--- src/rtl/student_or_unit_if.sv ---
// Operand/result bundle for student_or_unit: operands and clear in, OR result and activity statistics out.
interface student_or_unit_if #(
  parameter int unsigned WIDTH = 1,
  parameter int unsigned CNT_W = 16
);
  logic [WIDTH-1:0] a;
  logic [WIDTH-1:0] b;
  logic             clr;
  logic [WIDTH-1:0] out;
  logic [WIDTH-1:0] out_q;
  logic             rise;
  logic             fall;
  logic [CNT_W-1:0] act_cnt;
  logic             act_sat;

  modport master (
    output a, b, clr,
    input  out, out_q, rise, fall, act_cnt, act_sat
  );

  modport slave (
    input  a, b, clr,
    output out, out_q, rise, fall, act_cnt, act_sat
  );
endinterface

--- src/rtl/student_or_unit.sv ---
// Bitwise OR with a registered copy, edge pulses on the reduced result and a saturating activity counter.
module student_or_unit #(
  parameter int unsigned WIDTH = 1,
  parameter int unsigned CNT_W = 16
) (
  input  logic              clk,
  input  logic              rst_n,
  student_or_unit_if.slave  bus
);

  localparam logic [CNT_W-1:0] CNT_MAX = '1;

  logic [WIDTH-1:0] out_q_d, out_q_q;
  logic             rise_d, rise_q;
  logic             fall_d, fall_q;
  logic [CNT_W-1:0] act_cnt_d, act_cnt_q;

  // Combinational result: independent of clock, reset and clear.
  assign bus.out = bus.a | bus.b;

  always_comb begin
    out_q_d   = bus.out;
    rise_d    = 1'b0;
    fall_d    = 1'b0;
    act_cnt_d = act_cnt_q;

    // Edges are judged on the reduced value crossing between old and new out_q.
    rise_d = (|bus.out) & ~(|out_q_q);
    fall_d = ~(|bus.out) & (|out_q_q);

    if (bus.clr) begin
      act_cnt_d = '0;
    end else if ((|bus.out) && (act_cnt_q != CNT_MAX)) begin
      act_cnt_d = act_cnt_q + CNT_W'(1);
    end
  end

  always_ff @(posedge clk or negedge rst_n) begin
    if (!rst_n) begin
      out_q_q   <= '0;
      rise_q    <= 1'b0;
      fall_q    <= 1'b0;
      act_cnt_q <= '0;
    end else begin
      out_q_q   <= out_q_d;
      rise_q    <= rise_d;
      fall_q    <= fall_d;
      act_cnt_q <= act_cnt_d;
    end
  end

  assign bus.out_q   = out_q_q;
  assign bus.rise    = rise_q;
  assign bus.fall    = fall_q;
  assign bus.act_cnt = act_cnt_q;
  assign bus.act_sat = (act_cnt_q == CNT_MAX);

endmodule

--- src/flat_wrapper.sv ---
// flat-port wrapper written by rule: the top's interface ports become plain ports
module student_or_unit_flat 
#(
  parameter int unsigned WIDTH = 1,
  parameter int unsigned CNT_W = 16
)
  (clk, rst_n, bus_a, bus_b, bus_clr, bus_out, bus_out_q, bus_rise, bus_fall, bus_act_cnt, bus_act_sat);
  student_or_unit_if #(.WIDTH(WIDTH), .CNT_W(CNT_W)) bus_i ();
  input  logic clk;
  input  logic rst_n;
  input wire logic [$bits(bus_i.a)-1:0] bus_a;
  input wire logic [$bits(bus_i.b)-1:0] bus_b;
  input wire logic [$bits(bus_i.clr)-1:0] bus_clr;
  output wire logic [$bits(bus_i.out)-1:0] bus_out;
  output wire logic [$bits(bus_i.out_q)-1:0] bus_out_q;
  output wire logic [$bits(bus_i.rise)-1:0] bus_rise;
  output wire logic [$bits(bus_i.fall)-1:0] bus_fall;
  output wire logic [$bits(bus_i.act_cnt)-1:0] bus_act_cnt;
  output wire logic [$bits(bus_i.act_sat)-1:0] bus_act_sat;
  assign bus_i.a = bus_a;
  assign bus_i.b = bus_b;
  assign bus_i.clr = bus_clr;
  assign bus_out = bus_i.out;
  assign bus_out_q = bus_i.out_q;
  assign bus_rise = bus_i.rise;
  assign bus_fall = bus_i.fall;
  assign bus_act_cnt = bus_i.act_cnt;
  assign bus_act_sat = bus_i.act_sat;
  student_or_unit #(.WIDTH(WIDTH), .CNT_W(CNT_W)) u_core (.clk(clk), .rst_n(rst_n), .bus(bus_i));
endmodule
--- config.mk ---
export PLATFORM = sky130hd
export DESIGN_NAME = student_or_unit_flat
export DESIGN_NICKNAME = d
export VERILOG_FILES = /design/src/rtl/student_or_unit_if.sv /design/src/rtl/student_or_unit.sv /design/src/flat_wrapper.sv
export SDC_FILE = /design/constraint.sdc
export NUM_CORES = 1
export LEC_CHECK = 0
export CAP_MARGIN = 10
export CORE_MARGIN = 8
export CORE_UTILIZATION = 50
export CTS_CLUSTER_DIAMETER = 50
export CTS_CLUSTER_SIZE = 16
export DETAILED_ROUTE_END_ITERATION = 12
export HOLD_SLACK_MARGIN = 0.03
export PLACE_DENSITY_LB_ADDON = 0.15
export RECOVER_POWER = 50
export SLEW_MARGIN = 20
export SYNTH_ARGS = -nofsm -noshare
export SYNTH_HDL_FRONTEND = slang
export SYNTH_SLANG_ARGS = --single-unit
--- constraint.sdc ---
create_clock -name clk -period 4 [get_ports clk]
set_input_delay 0.4 -clock clk [delete_from_list [all_inputs] [get_ports clk]]
set_output_delay 0.4 -clock clk [all_outputs]
set_load 0.02 [all_outputs]
==> run metrics <==
status complete, no violations; reg2reg start u_core.bus.act_cnt[0]$_DFFE_PN0P_; Tightest Hold Check Type flop to flop; CP Cell Sequence dlygate4sd3_1, nor2_1, inv_1, clkdlybuf4s50_1; Worst Path Buf+Inv 3; worst IR drop on VDD roughly 190 µV; Clock Tree Root clkbuf_4; clock sink count 19; CTS Hold Buffers Added 0; FF-to-FF End u_core.bus.act_cnt[9]$_DFFE_PN0P_; Routed Antenna Nets 0; gp weighted congestion slightly above 0.8; syn_nets roughly 110; top-area cell type share of the netlist area 45.29%; Starting Density between 50% and 60%; remaining global-route overflow 0; fin worst setup slack about 1.2 ns; Fin. Hold Viols 0; dpl cells between 150 and 200; H-Tree Depth 1; first-pass GRT wire length roughly 3900 µm; # rows 16; Vias per Instance between 5 and 6; Worst setup SP type primary input; vias in the first global route roughly 830; static leakage ~0.56 nW; #FFs+latches synth 19; Core Footprint 0.001982 mm²; DR vias ~930; Min-Delay Endpoint u_core.bus.rise$_DFF_PN0_; Register Area approximately 480 µm²; post-layout min period between 2 and 3 ns; Syn Area/Cell about 10 µm²; pwr dens between 200 and 250 mW/mm²; worst-skew pair later-pin latency ~0.30 ns; achievable frequency 0.3583 GHz; IO Port Bufs 25; Hold Startpoint u_core.bus.out_q$_DFF_PN0_; Slew headroom 41.56%; Critical Path End Type output port; Syn Inst Count approximately 100; share of layout cells above drive strength 1 approximately an eighth; largest area contributor in the netlist dfrtp_1; Netlist cell types 35; Final setup violation count 0; CP max stage cell nor2_1; clock buffer depth 2; sequential area share after synthesis between 40% and 50%; initial DRC count 29; Die X ~62 µm; Ys Warns 0; Final Util 67.68%; Setup TNS 0 ns; I/O Pins 26; Cell Area, Synth about 0.0010 mm²; main area contributors after synthesis dfrtp_1 (45%), mux2_2 (6.4%), nor2_1 (3.9%); nets 135; DRT Pass-1 Iters 5; fin. max-slew vios 0; Worst-path clk slew approximately 0.11 ns; Design Power approximately 0.33 mW; crit path kind primary input to output port; post-CTS setup repair buffer count 0; largest net degree at the start of global routing 23; TritonCTS buffer count 3; final routed DRC violation total 0; pre-CTS WS between 1 and 1.5 ns; GRT Total Usage 13.66%; required time of the critical path 3.60 ns; WP data arrival about 2.4 ns; post-cts resize count 0; area delta synth->final 27.77%; chip height about 60 µm; die footprint ~0.0038 mm²; CTS tree yes; critical path launch point bus_b; Routed WL between 2000 and 3000 µm; max cap viols 0; hold-critical path depth 1; CP max FO 15; # diodes 0; Final Cycle Share a little over two thirds; Fillers 160; r2r setup slk between 1.5 and 2 ns; area of the multi-input gates roughly 550 µm²; Worst Tran Pin Value slightly below 0.9 ns; Clock Skew 0.003795 ns; Detail Placement HPWL between 1500 and 2000 µm; RSZ-0062 raised after global routing no; Worst Reg-to-Reg Cells 5; post-detailed-route wirelength per cell between 15 and 20 µm; Top delay family on crit path buffers and inverters; non-filler cells in the finished layout between 150 and 200; initial antenna violation count 0; largest stage delay on the critical path 0.67 ns
cell families after synthesis:
logic type	share of synthesized area [%]
simple gates	30.75
buf+inv	2.503
compound gates	13.83
flops	45.29
fa+ha+maj	1.192
mux	6.436
how the worst max path moves through the flow:
| stage | end | depth (start not counted) |
|---|---|---|
| after floorplan | bus_act_sat | 3 |
| final | bus_out | 4 |
| after global routing | bus_out | 4 |
| after detailed placement | bus_out | 4 |
| after global placement | bus_out | 4 |
| after CTS | bus_act_sat | 4 |
synthesized netlist by cell type:
| master | instances |
|---|---|
| nand4_1 | 6 |
| o211ai_1 | 1 |
| dfrtp_1 | 19 |
| or3b_1 | 1 |
| a31oi_1 | 1 |
| nor3_1 | 1 |
| nand4_2 | 1 |
| buf_4 | 1 |
| a41o_1 | 1 |
| or3_1 | 2 |
| and3_1 | 3 |
| mux2_2 | 6 |
| o21ba_2 | 1 |
| and2_1 | 1 |
| o211a_1 | 2 |
| inv_1 | 2 |
| nor3b_1 | 1 |
| ha_1 | 1 |
| nand3_2 | 1 |
| o21a_1 | 1 |
| nand3_1 | 4 |
| nor4b_1 | 1 |
| nor4b_2 | 1 |
| a311oi_1 | 1 |
| nand2_1 | 2 |
| a21oi_1 | 7 |
| nor2_1 | 11 |
| o21ai_0 | 2 |
| nor4_4 | 1 |
| nor4_1 | 2 |
| nor3_2 | 1 |
| o31ai_1 | 4 |
| clkbuf_1 | 3 |
| or4_1 | 4 |
| nor2b_1 | 6 |
cells in the final DEF (no fill, tap or decap), types with 2 or more instances in the layout:
cell | netlist | layout
and3_1 | 3 | 3
dfrtp_1 | 19 | 19
nand4_1 | 6 | 6
nand2_1 | 2 | 2
nand3_1 | 4 | 4
or4_1 | 4 | 4
o21ai_0 | 2 | 2
o211a_1 | 2 | 2
nor4_1 | 2 | 2
nor2b_1 | 6 | 6
mux2_2 | 6 | 6
clkdlybuf4s50_1 | 0 | 16
inv_1 | 2 | 2
clkbuf_4 | 0 | 3
or3_1 | 2 | 2
dlygate4sd3_1 | 0 | 9
a21oi_1 | 7 | 7
o31ai_1 | 4 | 4
nor2_1 | 11 | 11
routing by layer:
| metal | wire, µm | part of all wire, % | track usage, % |
|---|---|---|---|
| met1 | 1155 | 46 | 16.77 |
| met2 | 1168 | 46 | 22.16 |
| met3 | 151 | 6.0 | 3.909 |
| met4 | 37 | 1.5 | 4.870 |
| met5 | 0 | 0 | 0 |
registers in the layout, summed over array words and instances, names as in the netlist:
name                flops
u_core.bus.fall         1
u_core.bus.act_cnt     16
u_core.bus.rise         1
u_core.bus.out_q        1
layout make-up:
| cell class | count | area share, % |
|---|---|---|
| inverter | 2 | 0.5597 |
| sequential | 19 | 35.45 |
| timing repair buffer | 25 | 18.66 |
| tap | 27 | 2.519 |
| clock buffer | 4 | 1.959 |
| multi-input combinational | 78 | 40.86 |
report_power, final:
group          switching (mW)  internal [mW]
Clock                  0.0614         0.0389
Combinational          0.0202         0.0144
Sequential            0.00343          0.196
Total                  0.0850          0.249
metrics by stage:
step / hold slack (ns) / cell area [µm²]
after CTS: 0.4702 / 1341
final: 0.4609 / 1341
after global placement: 0.4263 / 1315
after detailed placement: 0.4546 / 1315
after floorplan: 0.1044 / 1050
after global routing: 0.5053 / 1341
(Power assumes the default switching activity.)
